==> src/rtl/fifo_uart_tx_amisha_pkg.sv <==
// Purpose : shared types and default frame constants for the FIFO-fed UART transmitter.
// Contents: FSM state encoding, default DATA_BITS / STOP_BITS / CLKS_PER_BIT, FIFO word width.
package fifo_uart_tx_amisha_pkg;

  typedef enum logic [1:0] {
    ST_IDLE  = 2'd0,
    ST_START = 2'd1,
    ST_DATA  = 2'd2,
    ST_STOP  = 2'd3
  } tx_state_e;

  localparam int unsigned DEF_DATA_BITS    = 8;
  localparam int unsigned DEF_STOP_BITS    = 1;
  localparam int unsigned DEF_CLKS_PER_BIT = 16;
  localparam int unsigned FIFO_W           = 8;

endpackage

==> src/rtl/fifo_uart_tx_amisha_bit_timer.sv <==
// Purpose : loadable down-counter used to time serial bits and the stop period.
// Ports   : clk_amisha      - clock
//           reset_amisha    - async active-low reset (count cleared to 0)
//           i_load          - load i_load_val this cycle
//           i_load_val      - value to load (period length minus one)
//           o_last_amisha_c - combinational, 1 on the final cycle of the loaded period
module bit_timer_amisha #(
  parameter int unsigned W = 4
) (
  input  logic         clk_amisha,
  input  logic         reset_amisha,
  input  logic         i_load,
  input  logic [W-1:0] i_load_val,
  output logic         o_last_amisha_c
);

  logic [W-1:0] r_cnt;

  // Counts down to zero and parks there until reloaded.
  always_ff @(posedge clk_amisha or negedge reset_amisha) begin
    if (!reset_amisha) begin
      r_cnt <= '0;
    end else if (i_load) begin
      r_cnt <= i_load_val;
    end else if (r_cnt != '0) begin
      r_cnt <= r_cnt - W'(1);
    end
  end

  assign o_last_amisha_c = (r_cnt == '0);

endmodule

==> src/rtl/fifo_uart_tx_amisha.sv <==
// Purpose : pops words from a first-word-fall-through FIFO and sends each as an
//           async serial frame (start bit, DATA_BITS data LSB first, STOP_BITS stop).
// Ports   : clk_amisha       - clock
//           reset_amisha     - async active-low reset
//           en_amisha        - allow new frames to start
//           empty_amisha     - FIFO empty flag
//           r_data_amisha    - FIFO head word
//           rd_amisha        - combinational FIFO pop strobe
//           tx_amisha        - registered serial line, idle high
//           busy_amisha      - registered, high while a frame is in progress
//           done_tick_amisha - combinational pulse on the last stop cycle
module fifo_uart_tx_amisha
  import fifo_uart_tx_amisha_pkg::*;
#(
  parameter int unsigned DATA_BITS    = DEF_DATA_BITS,
  parameter int unsigned STOP_BITS    = DEF_STOP_BITS,
  parameter int unsigned CLKS_PER_BIT = DEF_CLKS_PER_BIT
) (
  input  logic              clk_amisha,
  input  logic              reset_amisha,
  input  logic              en_amisha,
  input  logic              empty_amisha,
  input  logic [FIFO_W-1:0] r_data_amisha,
  output logic              rd_amisha,
  output logic              tx_amisha,
  output logic              busy_amisha,
  output logic              done_tick_amisha
);

  localparam int unsigned TW = $clog2(STOP_BITS * CLKS_PER_BIT);
  localparam int unsigned BW = $clog2(DATA_BITS);
  localparam logic [TW-1:0] BIT_LOAD  = TW'(CLKS_PER_BIT - 1);
  localparam logic [TW-1:0] STOP_LOAD = TW'(STOP_BITS * CLKS_PER_BIT - 1);
  localparam logic [BW-1:0] LAST_BIT  = BW'(DATA_BITS - 1);

  tx_state_e            r_state, w_state_nxt;
  logic [DATA_BITS-1:0] r_shreg, w_shreg_nxt;
  logic [BW-1:0]        r_bit_cnt, w_bit_cnt_nxt;
  logic                 r_tx, w_tx_nxt;
  logic                 r_busy;
  logic                 w_load;
  logic [TW-1:0]        w_load_val;
  logic                 w_last;
  logic                 w_stop_last;
  logic                 w_pop;

  bit_timer_amisha #(
    .W(TW)
  ) u_bit_timer (
    .clk_amisha      (clk_amisha),
    .reset_amisha    (reset_amisha),
    .i_load          (w_load),
    .i_load_val      (w_load_val),
    .o_last_amisha_c (w_last)
  );

  // State, shift register, bit counter and registered line outputs.
  always_ff @(posedge clk_amisha or negedge reset_amisha) begin
    if (!reset_amisha) begin
      r_state   <= ST_IDLE;
      r_shreg   <= '0;
      r_bit_cnt <= '0;
      r_tx      <= 1'b1;
      r_busy    <= 1'b0;
    end else begin
      r_state   <= w_state_nxt;
      r_shreg   <= w_shreg_nxt;
      r_bit_cnt <= w_bit_cnt_nxt;
      r_tx      <= w_tx_nxt;
      r_busy    <= (w_state_nxt != ST_IDLE);
    end
  end

  // Next-state / datapath decode; a pop overrides whatever STOP would have done.
  always_comb begin
    w_state_nxt   = r_state;
    w_shreg_nxt   = r_shreg;
    w_bit_cnt_nxt = r_bit_cnt;
    w_tx_nxt      = r_tx;
    w_load        = 1'b0;
    w_load_val    = BIT_LOAD;

    w_stop_last = (r_state == ST_STOP) && w_last;
    // reset_amisha gating keeps the FIFO untouched while reset is held.
    w_pop = reset_amisha && en_amisha && !empty_amisha &&
            ((r_state == ST_IDLE) || w_stop_last);

    case (r_state)
      ST_IDLE: begin
        w_tx_nxt = 1'b1;
      end
      ST_START: begin
        if (w_last) begin
          w_state_nxt   = ST_DATA;
          w_tx_nxt      = r_shreg[0];
          w_bit_cnt_nxt = '0;
          w_load        = 1'b1;
        end
      end
      ST_DATA: begin
        if (w_last) begin
          if (r_bit_cnt == LAST_BIT) begin
            w_state_nxt = ST_STOP;
            w_tx_nxt    = 1'b1;
            w_load      = 1'b1;
            w_load_val  = STOP_LOAD;
          end else begin
            w_shreg_nxt   = {1'b0, r_shreg[DATA_BITS-1:1]};
            w_tx_nxt      = r_shreg[1];
            w_bit_cnt_nxt = r_bit_cnt + BW'(1);
            w_load        = 1'b1;
          end
        end
      end
      ST_STOP: begin
        if (w_last) begin
          w_state_nxt = ST_IDLE;
          w_tx_nxt    = 1'b1;
        end
      end
      default: begin
        w_state_nxt = ST_IDLE;
      end
    endcase

    if (w_pop) begin
      w_state_nxt = ST_START;
      w_shreg_nxt = r_data_amisha[DATA_BITS-1:0];
      w_tx_nxt    = 1'b0;
      w_load      = 1'b1;
      w_load_val  = BIT_LOAD;
    end
  end

  assign rd_amisha        = w_pop;
  assign done_tick_amisha = w_stop_last;
  assign tx_amisha        = r_tx;
  assign busy_amisha      = r_busy;

endmodule
==> config.mk <==
export PLATFORM = sky130hd
export DESIGN_NAME = fifo_uart_tx_amisha
export DESIGN_NICKNAME = d
export VERILOG_FILES = /design/src/rtl/fifo_uart_tx_amisha_pkg.sv /design/src/rtl/fifo_uart_tx_amisha_bit_timer.sv /design/src/rtl/fifo_uart_tx_amisha.sv
export SDC_FILE = /design/constraint.sdc
export NUM_CORES = 1
export LEC_CHECK = 0
export BUFFER_PORTS_ARGS = -buffer_cell sky130_fd_sc_hd__buf_2
export CAP_MARGIN = 10
export CELL_PAD_IN_SITES_DETAIL_PLACEMENT = 1
export CELL_PAD_IN_SITES_GLOBAL_PLACEMENT = 2
export CORE_MARGIN = 8
export CORE_UTILIZATION = 38
export DETAILED_ROUTE_END_ITERATION = 10
export PLACE_DENSITY_LB_ADDON = 0.1
export SYNTH_ARGS = -nofsm -noshare
export SYNTH_HDL_FRONTEND = slang
export SYNTH_SLANG_ARGS = --single-unit
export TNS_END_PERCENT = 1
==> constraint.sdc <==
create_clock -name clk_amisha -period 3.1 [get_ports clk_amisha]
set_input_delay 0.465 -clock clk_amisha [delete_from_list [all_inputs] [get_ports clk_amisha]]
set_output_delay 0.465 -clock clk_amisha [all_outputs]
set_load 0.02 [all_outputs]
# --- After elaboration in Yosys (flattened, before gate mapping) ---
# Cells that the tools add are included.
totals:
  ff_bits: 19
  in_bits: 12
  output_inout_bits: 4
  word_cells: 62
classes:
  add_sub_neg: 2
  eq_ne: 11
  mux: 25
  reduce_logical: 18
op_table:
  columns: ["op", "n"]
  rows:
  - ["8-bit 2-to-1 mux", 4]
  - ["2-bit 2-to-1 mux", 5]
  - ["2-bit nonzero test", 5]
  - ["3-bit 2-to-1 mux", 3]
  - ["3-bit != test, second input constant", 3]
  - ["1-bit 2-to-1 mux", 8]
  - ["4-bit 2-to-1 mux", 2]
  - ["2-bit != test, second input constant", 4]
  - ["2-bit one-hot mux with 3 select lines", 1]
  - ["3-bit one-hot mux with 2 select lines", 1]
  - ["3-bit AND reduction", 2]
  - ["2-bit == test, second input constant", 2]
  - ["1-bit logical AND", 4]
  - ["4-bit logical NOT", 1]
  - ["1-bit one-hot mux with 4 select lines", 1]
  - ["4-bit AND reduction", 1]
  - ["4-bit nonzero test", 1]
  - ["4-bit by 1-bit subtractor with 4-bit output, second input constant", 1]
  - ["3-bit by 1-bit adder with 3-bit output, second input constant", 1]
  - ["3-bit == test, second input constant", 1]
  - ["2-bit by 1-bit == test with 1-bit output, second input constant", 1]
  - ["2-bit logical NOT", 1]
  - ["2-bit OR reduction", 1]
  - ["1-bit logical NOT", 1]
  - ["1-bit logical OR", 1]

# --- Longest topological paths before layout ---
# Gate-level depths: netlist of the first run.
logic_depth:
  depth_word: 6
  depth_mapped: 7
  ltp_nobuf: 6

# --- By module ---
# A second synthesis of the first run with hierarchy kept.
unflattened:
  hier_cells: 106
  area_unflattened_um2: 1094.8
by_module_without_submodules:
  columns: ["mod", "n_inst", "cells_per_inst", "area_per_inst_um2"]
  rows:
  - ["fifo_uart_tx_amisha", 1, 84, 860.8]
  - ["bit_timer_amisha", 1, 22, 234.0]

# --- Worst setup path before layout of the first run ---
# Ideal clock, no wire load.
synth_path:
  path_type: "reg2out"
  startpoint: "register r_state[0]"
  endpoint: "output port rd_amisha"
  t_arrival_ns: 1.475
  required_time_ns: 2.635
  slack_ns: 1.160
  path_stages_with_launch: 6
  path_cell_list: "dfrtp_1 ha_1 and4bb_2 o21ai_1 buf_2 inv_1"
synth_between:
  elab_chain_cells: 4
synth_lines:
  columns: ["element", "line", "source"]
  rows:
  - ["start, declared", "fifo_uart_tx_amisha.sv:36", "tx_state_e r_state, w_state_nxt;"]
  - ["start signal, assigned", "fifo_uart_tx_amisha.sv:66", "r_state <= w_state_nxt;"]
  - ["2-bit == test", "fifo_uart_tx_amisha.sv:83", "w_stop_last = (r_state == ST_STOP) && w_last;"]
  - ["1-bit logical AND", "fifo_uart_tx_amisha.sv:83", null]
  - ["via done_tick_amisha", "fifo_uart_tx_amisha.sv:27", "output logic done_tick_amisha"]
  - ["1-bit logical OR", "fifo_uart_tx_amisha.sv:86", "((r_state == ST_IDLE) || w_stop_last);"]
  - ["1-bit logical AND", "fifo_uart_tx_amisha.sv:85", "w_pop = reset_amisha && en_amisha && !empty_amisha &&"]
  - ["end, declared", "fifo_uart_tx_amisha.sv:24", "output logic rd_amisha,"]
# The timed path passes the listed nets, and every way through them passes these cells.

# --- Final worst setup path of the first run ---
layout_path:
  startpoint: "register r_state[0]"
  endpoint: "output port rd_amisha"
layout_between:
  elab_chain_cells: 4
layout_lines:
  columns: ["element", "line"]
  rows:
  - ["2-bit == test", "fifo_uart_tx_amisha.sv:83"]
  - ["1-bit logical AND", "fifo_uart_tx_amisha.sv:83"]
  - ["1-bit logical OR *", "fifo_uart_tx_amisha.sv:86"]
  - ["1-bit logical AND *", "fifo_uart_tx_amisha.sv:85"]
# Mark *: on every way between the ends. The rest lies on a longest branch, timed or not.

==> flow_summary.yaml, run 1 <==
cts:
  cts_made_buffers: 3
  cts_setup_buffers: 0
  cts.reportedPaths.clkPinSlew_ns: 0.11
  root_buffer: "clkbuf_4"
  h-tree-depth: 1
  ctsHoldBuffers: 0
  cts_sinks: 19
  clock_path_buffers: 2
  cts_resized: 0
  clk_latency_ns: 0.30
  cts_tree: "built"
timing:
  fin_crit_sh: 0.7902
  fin_crit_ns: 2.450
  max_freq_ghz: 0.4082
  finalWorstSetupSlack_ns: 0.6504
  rsz0062_at_grt: "no"
  clock_skew_ns: 0.002145
  maxSlewViolCount: 0
  finalSetupViolCount: 0
  tightestPinTransition_ns: 0.5862
  tns_ns: 0
  relSlewSlack: 0.6037
  finalHoldViolations: 0
job:
  cap_violations: 0
setup_path:
  critPathRequiredTime_ns: 2.63
  arrival_ns: 1.98
  crit_type: "reg -> out"
  crit_slowest_cell: "dfrtp_1"
  cp_cell_sequence: "ha_1 -> and4bb_2 -> o21ai_1 -> buf_4 -> inv_1 -> buf_2"
  start_kind: "register"
  rrSetupSlack_ns: 0.97
  critical-path-max-stage-delay_ns: 0.46
  reg2reg_depth: 6
  crit_family: "buffers and inverters"
  rr_endpoint: "r_shreg[2]"
  cp.buffers_inverters: 3
  cp-end-kind: "primary output"
  r2r_start: "r_bit_cnt[0]"
  path_max_fanout: 20
routing:
  wl_per_cell_um: 15.54
  dr.pass1.iters: 4
  vias: 854
  drcViolationCount: 0
  vias_per_cell: 5.439
  ant_nets: 0
  wl_um: 2439
  drt_iter0_markers: 19
status:
  status: "finished, final reports clean"
global_route:
  grt_usage: 0.1077
  antenna_found_initial: 0
  overflow: 0
  grt_start_max_net_pins: 21
  grt_pass1_vias: 976
  grt_pass1_wl_um: 4450
logic_synthesis:
  syn_area_um2: 1106
  syn_nets: 130
  ys_ff_latch: 19
  synth_cells: 108
  ys_seq_area_frac: 0.4310
  yosys_warnings: 0
  avgSynthCellArea_um2: 10.24
  synth.distinct_cells: 34
floorplanning:
  top_level_ports: 16
  rows: 19
  die_area_um2: 4893
  die_w_um: 69.95
  core-area_um2: 2758
  initial_core_util: 0.4011
  fp.dieH_um: 69.95
finish:
  fin_nets: 149
  antenna_cells: 0
  drive_gt1_frac: 0.2222
  syn2layout_area_growth_pct: 13.01
  final_common_cell: "dfrtp_1"
  final_cell_mix: "dfrtp_1, buf_2, ha_1, a21oi_1"
pwr:
  peakVddDrop_mv: 0.4296
  leakage_nw: 0.6315
  power_density_nw_per_um2: 837.6
placed_design:
  place_ws_ns: 0.9752
  dp_hpwl_um: 1893
  gp_congestion: 0.7706
  port-buffer-count: 15
min_path:
  hp-class: "in -> async"
-- per-layer routing --
layer / track usage / vias to the layer above / wire (um)
met4: 0.04688 / 0 / 33
met3: 0.01836 / 4 / 47
li1: - / 422 / -
met2: 0.1756 / 10 / 1132
met1: 0.1351 / 418 / 1226
met5: 0 / - / 0
-- state kept, by name (all words and copies together) (netlist names) --
signal / flops
busy_amisha: 1
r_bit_cnt: 3
r_shreg: 8
r_state: 2
tx_amisha: 1
u_bit_timer.r_cnt: 4
-- final cells by class --
class | instances | area (um2)
clock buffer | 3 | 22.52
clock inverter | 1 | 5.005
fill | 315 | 1508
inverter | 6 | 22.52
multi-input combinational | 80 | 594.3
sequential | 19 | 476.7
tap | 31 | 38.79
timing repair buffer | 17 | 90.09
-- Yosys cell counts, drive strengths merged --
cell type,number,share of area
or3,1,0.0057
nand2b,1,0.0057
clkbuf,2,0.0068
nor4b,1,0.0079
o22ai,1,0.0057
nand4,1,0.0057
dfrtp,18,0.41
nor2,8,0.027
nand3,4,0.018
a211oi,1,0.0068
dfstp,1,0.024
nand2,9,0.033
o31a,1,0.0079
o211ai,2,0.014
xnor2,1,0.0079
a21oi,9,0.041
nor3b,1,0.011
nand3b,1,0.0068
ha,10,0.11
a2bb2oi,1,0.0079
mux2,1,0.010
or3b,1,0.010
and4bb,1,0.011
a2111oi,1,0.025
a22o,4,0.032
mux2i,7,0.063
a211o,1,0.0079
o21ai,7,0.032
nor3,3,0.014
inv,6,0.020
buf,1,0.0045
and3b,1,0.0079
-- metrics by stage --
step / std cells / hold slack, ns / power (W) / utilization / cell area [um2]
global route: 157 / 0.1292 / 0.001148 / 0.4533 / 1250
CTS: 157 / 0.1213 / 0.001068 / 0.4533 / 1250
finish: 157 / 0.1160 / 0.001047 / 0.4533 / 1250
global placement: 153 / 0.4595 / 0.0009054 / 0.4433 / 1222
detailed placement: 153 / 0.4716 / 0.0009289 / 0.4433 / 1222
floorplan: 108 / 0.1694 / 0.0007964 / - / 1106
-- power by group --
part           internal (W)  switching, W
logic              0.000218      0.000249
registers          0.000361     0.0000884
clock network     0.0000481     0.0000816
-- logic make-up (layout without fill, tap and decap cells) --
kind of cell | after synthesis | in the layout | synth area share
buffers and inverters | 9 | 27 | 0.03167
muxes | 8 | 8 | 0.07353
AOI/OAI and AO/OA | 28 | 28 | 0.1787
DFF | 19 | 19 | 0.4310
xor gates and xnor gates | 1 | 1 | 0.007920
and+or+nand+nor | 33 | 33 | 0.1640
adders and majority gates | 10 | 10 | 0.1131
-- worst max-delay path by stage --
stage                     from        end  slack (ns)  depth (start not counted)
finish              r_state[0]  rd_amisha        0.65                          6
global route        r_state[0]  rd_amisha        0.51                          6
CTS                 r_state[0]  rd_amisha        0.61                          6
detailed placement  r_state[0]  rd_amisha        0.98                          6
global placement    r_state[0]  rd_amisha        1.01                          6
floorplan           r_state[0]  rd_amisha        1.16                          5
Note: power is estimated with default switching activity, not from simulation.
==> inputs of run 2 (changes only) <==
- CORE_UTILIZATION: 38 -> 35
- clock period: 3.1 -> 2.38 ns (I/O delays scaled with it)
==> flow_summary.yaml, run 2 (same netlist as run 1, synthesis figures left out) <==
pwr:
  intPower_w: 0.0008197
  p_clk_frac: 0.118
  p_sw_w: 0.0005291
  seqPwrFrac: 0.437
  p_sw_frac: 0.3923
  power_density_nw_per_um2: 1059
  combPwrFrac: 0.444
  peakVddDrop_mv: 0.4212
  leakage_nw: 0.6369
routing:
  drcViolationCount: 0
  ant_nets: 0
  vias_per_cell: 4.953
  top_layer: "met4"
  vias: 847
  met1_length_um: 1191
  wl_per_cell_um: 14.36
  wl_met3_um: 80
  met2_length_um: 1177
  wl_um: 2456
  drt_iter0_markers: 27
  dr.pass1.iters: 4
global_route:
  grt_start_max_net_pins: 20
  antenna_found_initial: 0
  grt_usage: 0.09974
  grt_pass1_wl_um: 4174
  grt_pass1_vias: 880
  overflow: 0
placed_design:
  dp_hpwl_um: 1931
  place_inst: 167
  gp_congestion: 0.7500
  port-buffer-count: 15
cts:
  clk_latency_ns: 0.29
  cts_made_buffers: 3
  ctsHoldBuffers: 0
  cts_sinks: 19
  h-tree-depth: 1
  cts_tree: "built"
  cts_resized: 0
  clock_path_buffers: 2
  cts_setup_buffers: 0
  root_buffer: "clkbuf_4"
  cts.reportedPaths.clkPinSlew_ns: 0.11
timing:
  fin_crit_ns: 2.158
  clock_skew_ns: 0.0008898
  rsz0062_at_grt: "no"
  finalHoldViolations: 0
  relSlewSlack: 0.6071
  maxSlewViolCount: 0
  tns_ns: 0
  finalSetupViolCount: 0
  max_freq_ghz: 0.4634
  fin_crit_sh: 0.9067
  tightestPinTransition_ns: 0.5812
floorplanning:
  fp.dieH_um: 72.22
  top_level_ports: 16
  core-area_um2: 3028
  die_area_um2: 5215
  rows: 20
  die_w_um: 72.22
  initial_core_util: 0.3653
finish:
  regMostFlops: "r_shreg"
  final_common_cell: "dfrtp_1"
  top_regs: "r_shreg x8, u_bit_timer.r_cnt x4, r_bit_cnt x3"
  syn2layout_area_growth_pct: 15.16
  final-instance-count-excl-fill: 171
  antenna_cells: 0
  drive_gt1_frac: 0.2283
  fin_nets: 150
  largest_reg_flops: 8
  final_cell_mix: "dfrtp_1, buf_2, ha_1, a21oi_1"
setup_path:
  crit_type: "reg -> out"
  start_kind: "register"
  arrival_ns: 1.80
  r2r_start: "r_bit_cnt[0]"
  rr_endpoint: "r_shreg[4]"
  cp-end-kind: "primary output"
  path_max_fanout: 6
  rrSetupSlack_ns: 0.24
  reg2reg_depth: 6
  critPathRequiredTime_ns: 2.02
min_path:
  hp-class: "in -> async"
status:
  status: "finished, final reports clean"
job:
  cap_violations: 0
run 2: changes by cell type in the layout (fill, tap and decap cells not counted), sizes merged:
cell  change
buf       +1
run 2: power groups by stage:
stage                     registers (W)  logic, W  clock network (W)
after floorplan                0.000584  0.000454                  0
final                          0.000590  0.000599           0.000160
after CTS                      0.000594  0.000611           0.000173
after global routing           0.000610  0.000688           0.000182
after detailed placement       0.000600  0.000609                  0
after global placement         0.000594  0.000591                  0
run 2: how the worst max path moves through the flow:
stage,start,endpoint,slack (ns),cells after the start
after floorplan,r_bit_cnt[0],r_shreg[0],0.52,6
after global placement,r_bit_cnt[0],r_shreg[1],0.38,6
after detailed placement,r_bit_cnt[0],r_shreg[4],0.24,6
after CTS,r_state[0],rd_amisha,0.18,5
after global routing,r_bit_cnt[0],r_shreg[2],0.009,6
final,r_state[0],rd_amisha,0.22,5
run 2: critical path: stages, from the launching register on:
cell and delay, ns:
dfrtp_1 0.47, ha_1 0.34, and4bb_2 0.28, o21ai_1 0.16
inv_1 0.10, buf_2 0.17
run 2: metal layers:
layer  global-route usage  vias to the layer above
li1                     -                      429
met3              0.02755                        2
met5                    0                        -
met1               0.1291                      406
met4              0.02041                        0
met2               0.1605                       10
run 2: area by class of cell:
class	count	area, um2
Sequential cell	19	476.7
Multi-Input combinational cell	80	594.3
Timing Repair Buffer	18	97.59
Clock buffer	3	22.52
Fill cell	350	1754
Tap cell	44	55.05
Clock inverter	1	5.005
Inverter	6	22.52
run 2: through the flow:
stage | setup WS [ns] | utilization | hold WS, ns | total power (W) | area, um2
after CTS | 0.1797 | 0.4207 | 0.02090 | 0.001379 | 1274
after detailed placement | 0.2415 | 0.4116 | 0.3597 | 0.001209 | 1246
final | 0.2221 | 0.4207 | 0.02528 | 0.001349 | 1274
after floorplan | 0.5171 | - | 0.06141 | 0.001037 | 1106
after global placement | 0.3788 | 0.4116 | 0.3543 | 0.001184 | 1246
after global routing | 0.009349 | 0.4207 | 0.02749 | 0.001480 | 1274
==> inputs of run 3 (changes only) <==
- CORE_MARGIN: 8 -> 4
- SLEW_MARGIN: not set -> 20
==> flow_summary.yaml, run 3 (same netlist as run 1, synthesis figures left out) <==
pwr:
  leakage_nw: 0.6369
  combPwrFrac: 0.443
  power_density_nw_per_um2: 1079
  p_sw_frac: 0.4031
  intPower_w: 0.0008200
  peakVddDrop_mv: 0.4279
  p_clk_frac: 0.126
  seqPwrFrac: 0.431
  power_w: 0.001374
  p_sw_w: 0.0005539
setup_path:
  start_kind: "register"
  path_max_fanout: 6
  crit_type: "reg -> out"
  critPathRequiredTime_ns: 2.02
  crit_slowest_cell: "dfrtp_1"
  arrival_ns: 1.82
  critical-path-max-stage-delay_ns: 0.47
  cp-end-kind: "primary output"
  cp_cell_sequence: "ha_1 -> and4bb_2 -> o21ai_1 -> inv_1 -> buf_2"
timing:
  tightestPinTransition_ns: 0.5809
  fin_crit_ns: 2.181
  finalSetupViolCount: 0
  fin_crit_sh: 0.9165
  clock_skew_ns: 0.003177
  rsz0062_at_grt: "no"
  maxSlewViolCount: 0
  max_freq_ghz: 0.4584
  tns_ns: 0
  finalHoldViolations: 0
  relSlewSlack: 0.6073
finish:
  largest_reg_flops: 8
  syn2layout_area_growth_pct: 15.16
  design_area_um2: 1274
  regMostFlops: "r_shreg"
  final_cell_mix: "dfrtp_1, buf_2, ha_1, a21oi_1"
  top_regs: "r_shreg x8, u_bit_timer.r_cnt x4, r_bit_cnt x3"
  utilization: 0.4207
  antenna_cells: 0
  drive_gt1_frac: 0.2283
  fin_nets: 150
  final.fill_count: 350
  final_common_cell: "dfrtp_1"
floorplanning:
  fp.dieH_um: 64.22
  die_w_um: 64.22
  top_level_ports: 16
  rows: 20
  die_area_um2: 4124
  core-area_um2: 3028
  initial_core_util: 0.3653
routing:
  vias_per_cell: 5.035
  wl_per_cell_um: 14.70
  dr.pass1.iters: 3
  drcViolationCount: 0
  wl_um: 2514
  drt_iter0_markers: 28
  vias: 861
  ant_nets: 0
cts:
  clk_latency_ns: 0.30
  cts_resized: 0
  cts.reportedPaths.clkPinSlew_ns: 0.12
  cts_sinks: 19
  cts_setup_buffers: 0
  cts_tree: "built"
  cts_made_buffers: 3
  root_buffer: "clkbuf_4"
  ctsHoldBuffers: 0
  h-tree-depth: 1
  clock_path_buffers: 2
global_route:
  grt_pass1_vias: 917
  overflow: 0
  antenna_found_initial: 0
  grt_pass1_wl_um: 4436
  grt_usage: 0.1393
  grt_start_max_net_pins: 20
job:
  cap_violations: 0
placed_design:
  placed_area_um2: 1246
  gp_congestion: 0.7246
  dp_hpwl_um: 1887
  port-buffer-count: 15
status:
  status: "finished, final reports clean"
min_path:
  hp-class: "in -> async"
run 3: cell counts in the layout (fill, tap and decap cells not counted):
Identical to the previous run, type by type.
run 3: area by class of cell:
class | instances | area, um2 | area share
clock buffers | 3 | 22.52 | 0.01768
clock inverters | 1 | 5.005 | 0.003929
inverters | 6 | 22.52 | 0.01768
multi-input cells | 80 | 594.3 | 0.4666
flip-flops and latches | 19 | 476.7 | 0.3743
well taps | 44 | 55.05 | 0.04322
repair buffers | 18 | 97.59 | 0.07662
run 3: critical path, delay by kind of cell (launching register included):
family / cells / cell delay [ns]
compound gates: 1 / 0.17
fa+ha+maj: 1 / 0.33
buf+inv: 2 / 0.27
flops: 1 / 0.47
simple gates: 1 / 0.28
run 3: final timing paths:
path | cells after the start | end | from | slack (ns)
worst min register to register | 2 | tx_amisha | tx_amisha | 0.52
min in group clk_amisha | 3 | r_shreg[6] | r_data_amisha[6] | 0.29
worst max register to register | 6 | r_shreg[2] | r_bit_cnt[0] | 0.26
max in group asynchronous | 2 | tx_amisha | reset_amisha | 2.11
worst max-delay path | 5 | rd_amisha | r_state[0] | 0.20
worst min-delay path | 2 | u_bit_timer.r_cnt[2] | reset_amisha | 0.01
run 3: metrics by stage:
| step | std cells | setup WS [ns] | hold WS [ns] |
|---|---|---|---|
| after floorplan | 108 | 0.5171 | 0.06141 |
| after global placement | 167 | 0.3793 | 0.3569 |
| after detailed placement | 167 | 0.2822 | 0.3631 |
| after CTS | 171 | 0.1774 | 0.01267 |
| after global routing | 171 | 0.01024 | 0.01614 |
| final | 171 | 0.1987 | 0.009540 |
run 3: metal layers:
layer | vias up | global-route usage | wire length [um]
met2 | 10 | 0.2206 | 1166
li1 | 430 | - | -
met3 | 4 | 0.03339 | 94
met5 | - | 0 | 0
met4 | 0 | 0.05541 | 27
met1 | 417 | 0.1817 | 1226
run 3: power groups by stage:
stage	registers, W	logic [W]	clock network, W
floorplan	0.000584	0.000454	0
global placement	0.000596	0.000593	0
detailed placement	0.000603	0.000612	0
CTS	0.000596	0.000617	0.000182
global route	0.000620	0.000696	0.000198
finish	0.000593	0.000608	0.000173
